File: src/rtl/int_ctrl_pkg.sv
// Shared types and constants for the int_ctrl interrupt controller.
package int_ctrl_pkg;

  localparam int unsigned DEF_NUM_SRC = 8;
  localparam int unsigned DEF_ID_W    = 3;
  localparam int unsigned REG_W       = 32;

  // Register window word offsets
  localparam logic [1:0] REG_PENDING = 2'd0;
  localparam logic [1:0] REG_MASK    = 2'd1;
  localparam logic [1:0] REG_STATUS  = 2'd2;
  localparam logic [1:0] REG_MODE    = 2'd3;

  // STATUS register bit positions
  localparam int unsigned STATUS_INSVC_BIT = 31;
  localparam int unsigned STATUS_INT_BIT   = 30;

  typedef enum logic [1:0] {
    IDLE    = 2'd0,
    REQ     = 2'd1,
    SERVICE = 2'd2
  } state_e;

endpackage

File: src/rtl/int_prio_enc.sv
// Lowest-index-wins priority encoder: bit 0 is the highest priority.
module int_prio_enc #(
  parameter int unsigned N = 8,
  parameter int unsigned W = 3
) (
  input  logic [N-1:0] vec,
  output logic         valid_c,
  output logic [W-1:0] id_c
);

  // Scan from the top so the lowest set index is written last and wins
  always_comb begin
    valid_c = |vec;
    id_c    = '0;
    for (int i = int'(N) - 1; i >= 0; i--) begin
      if (vec[i]) id_c = W'(i);
    end
  end

endmodule

File: src/rtl/int_ctrl.sv
// Interrupt controller: edge/level capture, masking, priority select and
// request/ack/eoi handshake toward the CPU INT line, plus a 4-word register
// window. Optional macro INT_CTRL_SYNC_EN adds a 2-flop synchronizer on
// every irq_src line ahead of edge detection.
module int_ctrl
  import int_ctrl_pkg::*;
#(
  parameter int unsigned NUM_SRC = DEF_NUM_SRC,
  parameter int unsigned ID_W    = DEF_ID_W
) (
  input  logic               clk,
  input  logic               reset,
  input  logic [NUM_SRC-1:0] irq_src,
  input  logic               reg_sel,
  input  logic [1:0]         reg_addr,
  input  logic               reg_we,
  input  logic [REG_W-1:0]   reg_wdata,
  output logic [REG_W-1:0]   reg_rdata,
  output logic               INT,
  output logic [ID_W-1:0]    int_id,
  input  logic               int_ack,
  input  logic               eoi
);

  logic [NUM_SRC-1:0] src_s;

`ifdef INT_CTRL_SYNC_EN
  logic [NUM_SRC-1:0] sync1_q, sync1_d;
  logic [NUM_SRC-1:0] sync2_q, sync2_d;

  // Synchronizer next-state
  always_comb begin
    sync1_d = irq_src;
    sync2_d = sync1_q;
  end

  // Two-flop synchronizer on every source line
  always_ff @(posedge clk or posedge reset) begin
    if (reset) begin
      sync1_q <= '0;
      sync2_q <= '0;
    end else begin
      sync1_q <= sync1_d;
      sync2_q <= sync2_d;
    end
  end

  assign src_s = sync2_q;
`else
  assign src_s = irq_src;
`endif

  logic [NUM_SRC-1:0] src_q, src_d;
  logic [NUM_SRC-1:0] pending_q, pending_d;
  logic [NUM_SRC-1:0] mask_q, mask_d;
  logic [NUM_SRC-1:0] mode_q, mode_d;
  logic [NUM_SRC-1:0] rise_c, req_vec_c, w1c_c, ack_clr_c;
  state_e             state_q, state_d;
  logic               int_q, int_d;
  logic [ID_W-1:0]    int_id_q, int_id_d;
  logic               win_valid_c;
  logic [ID_W-1:0]    win_id_c;
  logic               wr_c;
  logic               unused_wdata;

  assign wr_c         = reg_sel & reg_we;
  assign rise_c       = src_s & ~src_q;
  assign req_vec_c    = pending_q & mask_q;
  assign unused_wdata = ^reg_wdata[REG_W-1:NUM_SRC];

  int_prio_enc #(
    .N (NUM_SRC),
    .W (ID_W)
  ) u_prio (
    .vec     (req_vec_c),
    .valid_c (win_valid_c),
    .id_c    (win_id_c)
  );

  // Register writes and pending capture; a new edge beats a same-cycle clear
  always_comb begin
    src_d  = src_s;
    mask_d = mask_q;
    mode_d = mode_q;
    w1c_c  = '0;
    if (wr_c) begin
      case (reg_addr)
        REG_PENDING: w1c_c  = reg_wdata[NUM_SRC-1:0];
        REG_MASK:    mask_d = reg_wdata[NUM_SRC-1:0];
        REG_MODE:    mode_d = reg_wdata[NUM_SRC-1:0];
        default:     ;
      endcase
    end
    pending_d = (mode_q & ((pending_q & ~(w1c_c | ack_clr_c)) | rise_c))
              | (~mode_q & src_s);
  end

  // Handshake FSM: arbitrate in IDLE, hold ID in REQ, wait for eoi in SERVICE
  always_comb begin
    state_d   = state_q;
    int_d     = int_q;
    int_id_d  = int_id_q;
    ack_clr_c = '0;
    case (state_q)
      IDLE: begin
        if (win_valid_c) begin
          state_d  = REQ;
          int_d    = 1'b1;
          int_id_d = win_id_c;
        end
      end
      REQ: begin
        if (int_ack) begin
          state_d   = SERVICE;
          int_d     = 1'b0;
          ack_clr_c = NUM_SRC'(1) << int_id_q;
        end else if (!req_vec_c[int_id_q]) begin
          state_d = IDLE;
          int_d   = 1'b0;
        end
      end
      SERVICE: begin
        int_d = 1'b0;
        if (eoi) state_d = IDLE;
      end
      default: begin
        state_d = IDLE;
        int_d   = 1'b0;
      end
    endcase
  end

  // State registers
  always_ff @(posedge clk or posedge reset) begin
    if (reset) begin
      src_q     <= '0;
      pending_q <= '0;
      mask_q    <= '0;
      mode_q    <= '0;
      state_q   <= IDLE;
      int_q     <= 1'b0;
      int_id_q  <= '0;
    end else begin
      src_q     <= src_d;
      pending_q <= pending_d;
      mask_q    <= mask_d;
      mode_q    <= mode_d;
      state_q   <= state_d;
      int_q     <= int_d;
      int_id_q  <= int_id_d;
    end
  end

  // Combinational read mux; idle bus reads as zero
  always_comb begin
    reg_rdata = '0;
    if (reg_sel) begin
      case (reg_addr)
        REG_PENDING: reg_rdata = REG_W'(pending_q);
        REG_MASK:    reg_rdata = REG_W'(mask_q);
        REG_STATUS: begin
          reg_rdata[STATUS_INSVC_BIT] = (state_q == SERVICE);
          reg_rdata[STATUS_INT_BIT]   = int_q;
          reg_rdata[ID_W-1:0]         = int_id_q;
        end
        REG_MODE:    reg_rdata = REG_W'(mode_q);
        default:     reg_rdata = '0;
      endcase
    end
  end

  assign INT    = int_q;
  assign int_id = int_id_q;

endmodule

File: config.mk
export PLATFORM = sky130hd
export DESIGN_NAME = int_ctrl
export DESIGN_NICKNAME = d
export VERILOG_FILES = /design/src/rtl/int_ctrl_pkg.sv /design/src/rtl/int_prio_enc.sv /design/src/rtl/int_ctrl.sv
export SDC_FILE = /design/constraint.sdc
export NUM_CORES = 1
export LEC_CHECK = 0
export ABC_CLOCK_PERIOD_IN_PS = 1250
export BUFFER_PORTS_ARGS = -buffer_cell sky130_fd_sc_hd__buf_2
export CORE_UTILIZATION = 44
export DETAILED_ROUTE_END_ITERATION = 7
export PLACE_DENSITY = 0.76
export SLEW_MARGIN = 15
export SYNTH_ARGS = -nofsm -noshare
export SYNTH_HDL_FRONTEND = slang
export SYNTH_SLANG_ARGS = --single-unit
File: constraint.sdc
create_clock -name clk -period 1.25 [get_ports clk]
set_input_delay 0.0625 -clock clk [delete_from_list [all_inputs] [get_ports clk]]
set_output_delay 0.0625 -clock clk [all_outputs]
set_load 0.03 [all_outputs]
**Word-level counts from Yosys, hierarchy flattened**

Cells that the tools add are included.

- Register bits: 38
- Bits of input ports: 48
- Output and inout bits: 36
- Logic and storage cells: 65

- $lt $le $gt $ge: 1
- Equal/unequal tests: 8
- Shift-type cells: 1
- Muxes and demuxes: 27
- Bitwise logic cells: 12
- Reductions and logical operators: 9

Operators with widths:

| kind | number |
|---|---|
| 8-bit bitwise AND | 5 |
| 32-bit 2-to-1 mux | 1 |
| 8-bit 2-to-1 mux | 4 |
| 3-bit 2-to-1 mux | 8 |
| 8-bit NOT | 3 |
| 8-bit OR | 3 |
| 5-bit one-hot mux with 3 select lines | 1 |
| 3-bit one-hot mux with 4 select lines | 1 |
| 2-bit 2-to-1 mux | 4 |
| 2-bit AND reduction | 4 |
| 8-bit OR reduction | 1 |
| 1-bit by 3-bit left shift with 8-bit output, first input constant | 1 |
| 2-bit equality test, second input constant | 3 |
| 2-bit one-hot mux with 3 select lines | 1 |
| 2-bit by 1-bit equality test with 1-bit output, second input constant | 2 |
| 2-bit zero test | 2 |
| 3-bit by 4-bit < comparator with 1-bit output, second input constant | 1 |
| 1-bit 2-to-1 mux | 4 |
| 2-bit one-hot mux with 2 select lines | 1 |
| 1-bit binary-select mux with 3-bit select | 1 |
| 3-bit != test, second input constant | 1 |
| 3-bit AND reduction | 1 |
| 3-bit OR reduction | 1 |
| 2-bit by 1-bit != test with 1-bit output, second input constant | 1 |
| 3 further kinds | 3 |

**Longest topological paths before layout**

Gate-level depths: netlist of the first run.

- Word-level depth: 9
- Depth in mapped cells: 5

**Cells and area by module**

From an unflattened synthesis of the first run, not the netlist that was laid out.

- Cell total of the unflattened synthesis: 199
- Area, all modules: 2189.6 um2

By module, submodules not included:

| module | instances | cells each | area each (um2) | seq. area each (um2) |
|---|---|---|---|---|
| int_ctrl | 1 | 186 | 2108.3 | 950.9 |
| int_prio_enc | 1 | 13 | 81.3 | 0.0 |

**Least setup slack after synthesis of the first run**

No wires, ideal clock.

- Path type: flip-flop to flip-flop
- Start: reg int_id_q[0], in the netlist int_id[0]
- End: reg int_q, in the netlist INT
- Arrival time: 1.488 ns
- Slack: -0.311 ns
- Stages on the path, launching flop included: 5
- Period minus slack after synthesis: 1.561 ns
- Path through: dfrtp_1 buf_6 mux4_2 o22ai_2 a2bb2oi_2

- Longest elaborated chain between the ends: 4

Ends and longest elaborated chain:

| what | RTL line | source |
|---|---|---|
| start: declaration | int_ctrl.sv:60 | `logic [ID_W-1:0] int_id_q, int_id_d;` |
| start signal: assignment | int_ctrl.sv:150 | `int_id_q <= int_id_d;` |
| 1-bit binary-select mux with 3-bit select | int_ctrl.sv:117 | `end else if (!req_vec_c[int_id_q]) begin` |
| 1-bit 2-to-1 mux (implied by the code) | int_ctrl.sv:117 |  |
| 3-bit != test (no line) | n/a |  |
| 2-bit AND reduction (no line) | n/a |  |
| end signal: assignment | int_ctrl.sv:149 | `int_q <= int_d;` |
| end: declaration | int_ctrl.sv:59 | `logic int_q, int_d;` |

Every way passes these cells. The select of a mux whose other input is x is not followed.
A chain may end at the register's enable or synchronous reset.

**Final worst setup path of the first run**

- Start: reg int_id_q[2], in the netlist int_id[2]
- End: out reg_rdata[2]

- Longest elaborated chain between the ends: 2

Ends and longest elaborated chain:

| what | RTL line | source |
|---|---|---|
| 3-bit one-hot mux with 4 select lines | int_ctrl.sv:158 | `case (reg_addr)` |
| 32-bit 2-to-1 mux | int_ctrl.sv:157 | `if (reg_sel) begin` |
| end: declaration | int_ctrl.sv:18 | `output logic [REG_W-1:0] reg_rdata,` |

Every way passes these cells.

==> qor.yml, run 1 <==
nNetsFinal: 336
ys_seq_elements: 38
avgSynthCellArea_um2: 11.1
cp_top_family: "multiplexers"
worst-path-max-fanout: 2
fin_crit_sh: 1.24
grtUsageTotal: 0.226
cpPeakStageDelay_ps: 480
hold_violations: 0
yosys_warnings: 0
antenna_found_initial: 0
grt_pass1_wl_mm: 8.71
wl_per_cell_um: 16.0
layout-drive-gt1-share: 0.519
ir_drop_mv: 1.09
ys_async_sr_fraction: 1.00
slew_viol_final: 0
violations: "DRC, setup timing"
syn_inst: 190
power_density_nw_per_um2: 1780
die_h_um: 71.2
core-area_um2: 4470
arrival_ps: 1490
clk-insertion-delay-late_ps: 280
path_clk_slew_ps: 80
ys_seq_area_frac: 0.451
critPathBufInv: 1
dpl-instance-area_um2: 2570
dpl.hpwl_mm: 3.75
grt_remaining_overflow: 0
grt_max_degree: 39
synth_ff_type: "dfrtp_1"
report.power.total_w: 0.00548
viasPerCell: 5.31
antenna_cells: 0
outcome: "complete, but fails checks"
dp.cells: 309
drc: 8
leakage_nw: 1.42
io_pins: 84
hold_class: "in -> reg"
period_minus_slack_ps: 1560
maxCapViolCount: 0
routed_wl_mm: 5.45
cts_tree: "yes"
fmax_mhz: 643
grt_pass1_vias: 1774
skew_ps: 5.99
cts_buffer_depth: 2
synth_edf_count: 0
die_w_um: 71.2
final_cells: 341
synth_cell_types: 35
final_area_um2: 3080
final_core_util: 0.689
fill_cells: 331
firstDrtPassIters: 7
floorplan.die_area_um2: 5070
cts_root_buf: "clkbuf_8"
place_congestion: 0.900
cts_sinks: 38
drtIter0Drc: 88
area_growth_pct: 46.2
cp-start-kind: "flop"
detail-route-antenna-nets: 0
start_util: 0.471
cp.required_ps: 1190
htreeDepth: 2
port_buffers: 37
cts_inserted_buffers: 5
cp_slowest_cell: "mux4_2"
setup_viol: 20
synth_area_um2: 2110
crit_type: "reg -> out"
num_rows: 24
vias: 1811
rsz0062_at_grt: "yes"
setup_slack_ps: -305
end_kind: "output pin"
path_cells: "mux4_2 -> and2_4 -> buf_6"
## placed cells by master, fill, tap and decap left out, types with 3 or more instances in the layout
cell type      instances
mux2i_1                3
nand2_1               28
nor2_1                 4
dfrtp_2                5
conb_1                22
buf_12                 3
dfrtp_1               33
dlygate4sd3_1         10
buf_2                 27
mux2_2                16
clkbuf_8               6
inv_1                  3
buf_4                 35
and2_1                 5
a22oi_2                5
a22o_4                 3
a32o_1                 9
buf_6                 23
and2_4                 5
mux4_2                 5
o21ai_1                5
## per-stage QoR
stage | setup WS [ps] | hold WS [ps] | TNS [ps]
6_report | -305 | 42.7 | -2690
5_1_grt | -336 | 44.7 | -3800
4_1_cts | -289 | 35.2 | -2540
3_5_place_dp | -159 | 129 | -1170
3_3_place_gp | -137 | 127 | -1020
2_1_floorplan | -199 | 93.9 | -677
## synth_stat cells, types with 5 or more instances
library cell | instances | share of area
nor2_1 | 7 | 0.012
buf_4 | 22 | 0.078
a32o_1 | 9 | 0.043
a22oi_1 | 6 | 0.021
mux2i_1 | 5 | 0.024
nand2_1 | 28 | 0.050
dfrtp_1 | 38 | 0.45
o21ai_0 | 6 | 0.014
and2_1 | 10 | 0.030
mux2_2 | 16 | 0.085
## area by class of cell
| cell class | count | area, µm² | area share |
|---|---|---|---|
| clock buffers | 6 | 82.6 | 0.0268 |
| multi-input cells | 142 | 1140 | 0.369 |
| clock inverters | 2 | 12.5 | 0.00406 |
| inverters | 3 | 11.3 | 0.00365 |
| flip-flops and latches | 38 | 957 | 0.311 |
| well taps | 52 | 65.1 | 0.0211 |
| repair buffers | 98 | 817 | 0.265 |
## power breakdown
group | total (W) | internal (W) | switching [W]
Sequential | 0.00178 | 0.00152 | 0.000261
Combinational | 0.00280 | 0.00149 | 0.00131
Clock | 0.000897 | 0.000444 | 0.000453
## kinds of logic (layout without fill, tap and decap cells)
logic type	count (synthesis)	after routing	share of synthesized area
buffers and inverters	31	109	0.0997
muxes	26	26	0.164
AOI/OAI and AO/OA	37	37	0.151
other	1	22	0.00178
and+or+nand+nor	57	57	0.132
DFF	38	38	0.451
## worst paths after layout
path                       slack (ps)  depth (start not counted)           end          from
max                              -310                          3  reg_rdata[2]     int_id[2]
max in group asynchronous         670                          4  pending_q[5]         reset
min                                40                          2     mode_q[3]  reg_wdata[3]
min in group asynchronous         360                          4      src_q[0]         reset
min reg2reg                       560                          2           INT           INT
max reg2reg                      -190                          4           INT     int_id[0]
## worst register-to-register path: stages, from the launching register on
cell	delay (ps)
dfrtp_2	370
buf_6	130
mux4_2	520
o22ai_2	190
a2bb2oi_2	150
## sequential cells by signal, summed over array words and instances (netlist names)
name	count
mask_q	8
mode_q	8
pending_q	8
src_q	8
int_id	3
state_q	2
INT	1
## routing by layer
layer	GRT usage	wire, µm	vias to the layer above
met2	0.381	2740	67
met1	0.304	2450	899
met4	0.0622	44	0
met3	0.0380	219	4
met5	0	0	-
li1	-	-	841
## what timing repair did
item                                    4_1_cts  5_1_grt
hold buffers                                 10        0
resized for setup                            50       15
endpoints found under the setup margin       21       23
pin swaps                                    26        8
gates cloned                                  0        0
hold endpoints to repair                     47        0
buffers inserted                              8        6
Power figures use the tool's default switching activity.
==> run 2, diff against run 1 <==
--- a/config.mk
+++ b/config.mk
@@ -7,8 +7,10 @@
 export LEC_CHECK = 0
 export ABC_CLOCK_PERIOD_IN_PS = 1250
 export BUFFER_PORTS_ARGS = -buffer_cell sky130_fd_sc_hd__buf_2
+export CORE_ASPECT_RATIO = 0.8
 export CORE_UTILIZATION = 44
 export DETAILED_ROUTE_END_ITERATION = 7
+export MAX_ROUTING_LAYER = met4
 export PLACE_DENSITY = 0.76
 export SLEW_MARGIN = 15
 export SYNTH_ARGS = -nofsm -noshare
==> run 2 against run 1 <==
- the run ends with setup timing left
- critical path depth unchanged
- first-iteration DRC count increased by 58%
- global-route usage up 2.0 points
- flip-flop and latch count did not move
- clock power rose by 15%
- highest routed layer unchanged
==> qor.yml, run 2 (same netlist as run 1, synthesis figures left out) <==
die_w_um: 79.4  # was 71.2 µm
start_util: 0.459  # was 0.471
fin_setup_tns_ps: -3130  # was -2690 ps
power_density_nw_per_um2: 1840  # was 1780 nW/µm²
grt_pass1_wl_mm: 9.07  # was 8.71 mm
die_h_um: 63.9  # was 71.2 µm
rsz0062_at_grt: "yes"  # unchanged
htreeDepth: 2  # unchanged
leakage_nw: 1.40  # was 1.42 nW
final_cell_mix: "dfrtp_1 (33), buf_4 (31), buf_6 (27)"  # was buf_4 (35), dfrtp_1 (33), nand2_1 (28)
hold_violations: 0  # unchanged
drtIter0Drc: 139  # was 88
slew_viol_final: 0  # unchanged
place_congestion: 0.953  # was 0.900
nNetsFinal: 332  # was 336
setup_slack_ps: -261  # was -305 ps
grtUsageTotal: 0.246  # was 0.226
fin_crit_sh: 1.21  # was 1.24
cts_buffer_depth: 2  # unchanged
fmax_mhz: 662  # was 643 MHz
r2r_slack_ps: -210  # was -190 ps
cts_root_buf: "clkbuf_8"  # unchanged
path_clk_slew_ps: 80  # about the same
crit_type: "reg -> out"  # unchanged
setup_viol: 21  # was 20
cp.required_ps: 1190  # about the same
final_common_cell: "dfrtp_1"  # was buf_4
firstDrtPassIters: 4  # was 7
cts_tree: "yes"  # unchanged
grt_max_degree: 39  # unchanged
clk-insertion-delay-late_ps: 300  # was 280 ps
fill_cells: 352  # was 331
period_minus_slack_ps: 1510  # was 1560 ps
dp.cells: 314  # was 309
core-area_um2: 4600  # was 4470 µm²
final_area_um2: 3070  # was 3080 µm²
hold_class: "in -> reg"  # unchanged
dpl.hpwl_mm: 3.77  # was 3.75 mm
viasPerCell: 5.19  # was 5.31
drc: 0  # was 8
ir_drop_mv: 1.24  # was 1.09 mV
detail-route-antenna-nets: 0  # unchanged
final_cells: 345  # was 341
cp-start-kind: "flop"  # unchanged
floorplan.die_area_um2: 5070  # about the same
routed_wl_mm: 5.51  # was 5.45 mm
port_buffers: 37  # unchanged
grt_pass1_vias: 1822  # was 1,774
arrival_ps: 1450  # was 1490 ps
worst-path-max-fanout: 2  # unchanged
report.power.total_w: 0.00567  # was 0.00548 W
num_rows: 22  # was 24
area_growth_pct: 45.8  # was 46.2%
violations: "setup timing"  # was DRC, setup timing
dpl-instance-area_um2: 2530  # was 2570 µm²
grt_remaining_overflow: 0  # unchanged
outcome: "complete, but fails checks"  # unchanged
cts_sinks: 38  # unchanged
antenna_cells: 0  # unchanged
maxCapViolCount: 0  # unchanged
io_pins: 84  # unchanged
antenna_found_initial: 0  # unchanged
end_kind: "output pin"  # unchanged
cts_inserted_buffers: 5  # unchanged
vias: 1789  # was 1,811
wl_per_cell_um: 16.0  # about the same
layout-drive-gt1-share: 0.516  # was 0.519
skew_ps: 7.33  # was 5.99 ps
-- run 2: path summary, 6_finish.rpt --
check                                to          from  cells past startpoint
max                        reg_rdata[2]     int_id[2]                      3
min                           mask_q[2]  reg_wdata[2]                      2
max reg2reg                pending_q[7]    state_q[1]                      5
min reg2reg                pending_q[5]      src_q[5]                      2
max in group asynchronous     int_id[1]         reset                      4
min in group asynchronous      src_q[7]         reset                      4
-- run 2: critical path, stage by stage (launching register included) --
cell     delay (ps)
dfrtp_2         420
mux4_2          460
and2_4          150
buf_6           130
-- run 2: layout make-up --
class / count / area, µm² / area share
Multi-Input combinational cell: 142 / 1160 / 0.376
Sequential cell: 38 / 957 / 0.311
Timing Repair Buffer: 94 / 767 / 0.250
Clock buffer: 7 / 76.3 / 0.0248
Tap cell: 60 / 75.1 / 0.0244
Clock inverter: 1 / 30.0 / 0.00977
Inverter: 3 / 11.3 / 0.00366
-- run 2: per-stage QoR --
step / hold slack [ps] / setup slack [ps] / util
after floorplan: 93.9 / -199 / -
after global placement: 189 / -132 / 0.550
after detailed placement: 191 / -157 / 0.550
after CTS: 23.2 / -262 / 0.647
after global routing: 24.3 / -300 / 0.668
final: 21.9 / -261 / 0.668
-- run 2: layer usage --
layer	global-route usage	share of wire
met5	-	0
met4	0.0591	0.011
met3	0.0614	0.058
met2	0.398	0.49
met1	0.312	0.44
-- run 2: what timing repair did --
action                                  4_1_cts  5_1_grt
gates resized for setup                      49       27
pin swaps                                    28       13
endpoints found under the setup margin       21       24
buffers inserted                             10        4
hold buffers                                 10        0
endpoints found under the hold margin        49        0
-- run 2: power breakdown --
part | internal, W | leakage [nW] | switching (W) | total [W]
Sequential | 0.00152 | 0.447 | 0.000232 | 0.00175
Combinational | 0.00149 | 0.906 | 0.00140 | 0.00289
Clock | 0.000597 | 0.0524 | 0.000434 | 0.00103
Total | 0.00361 | 1.40 | 0.00206 | 0.00567
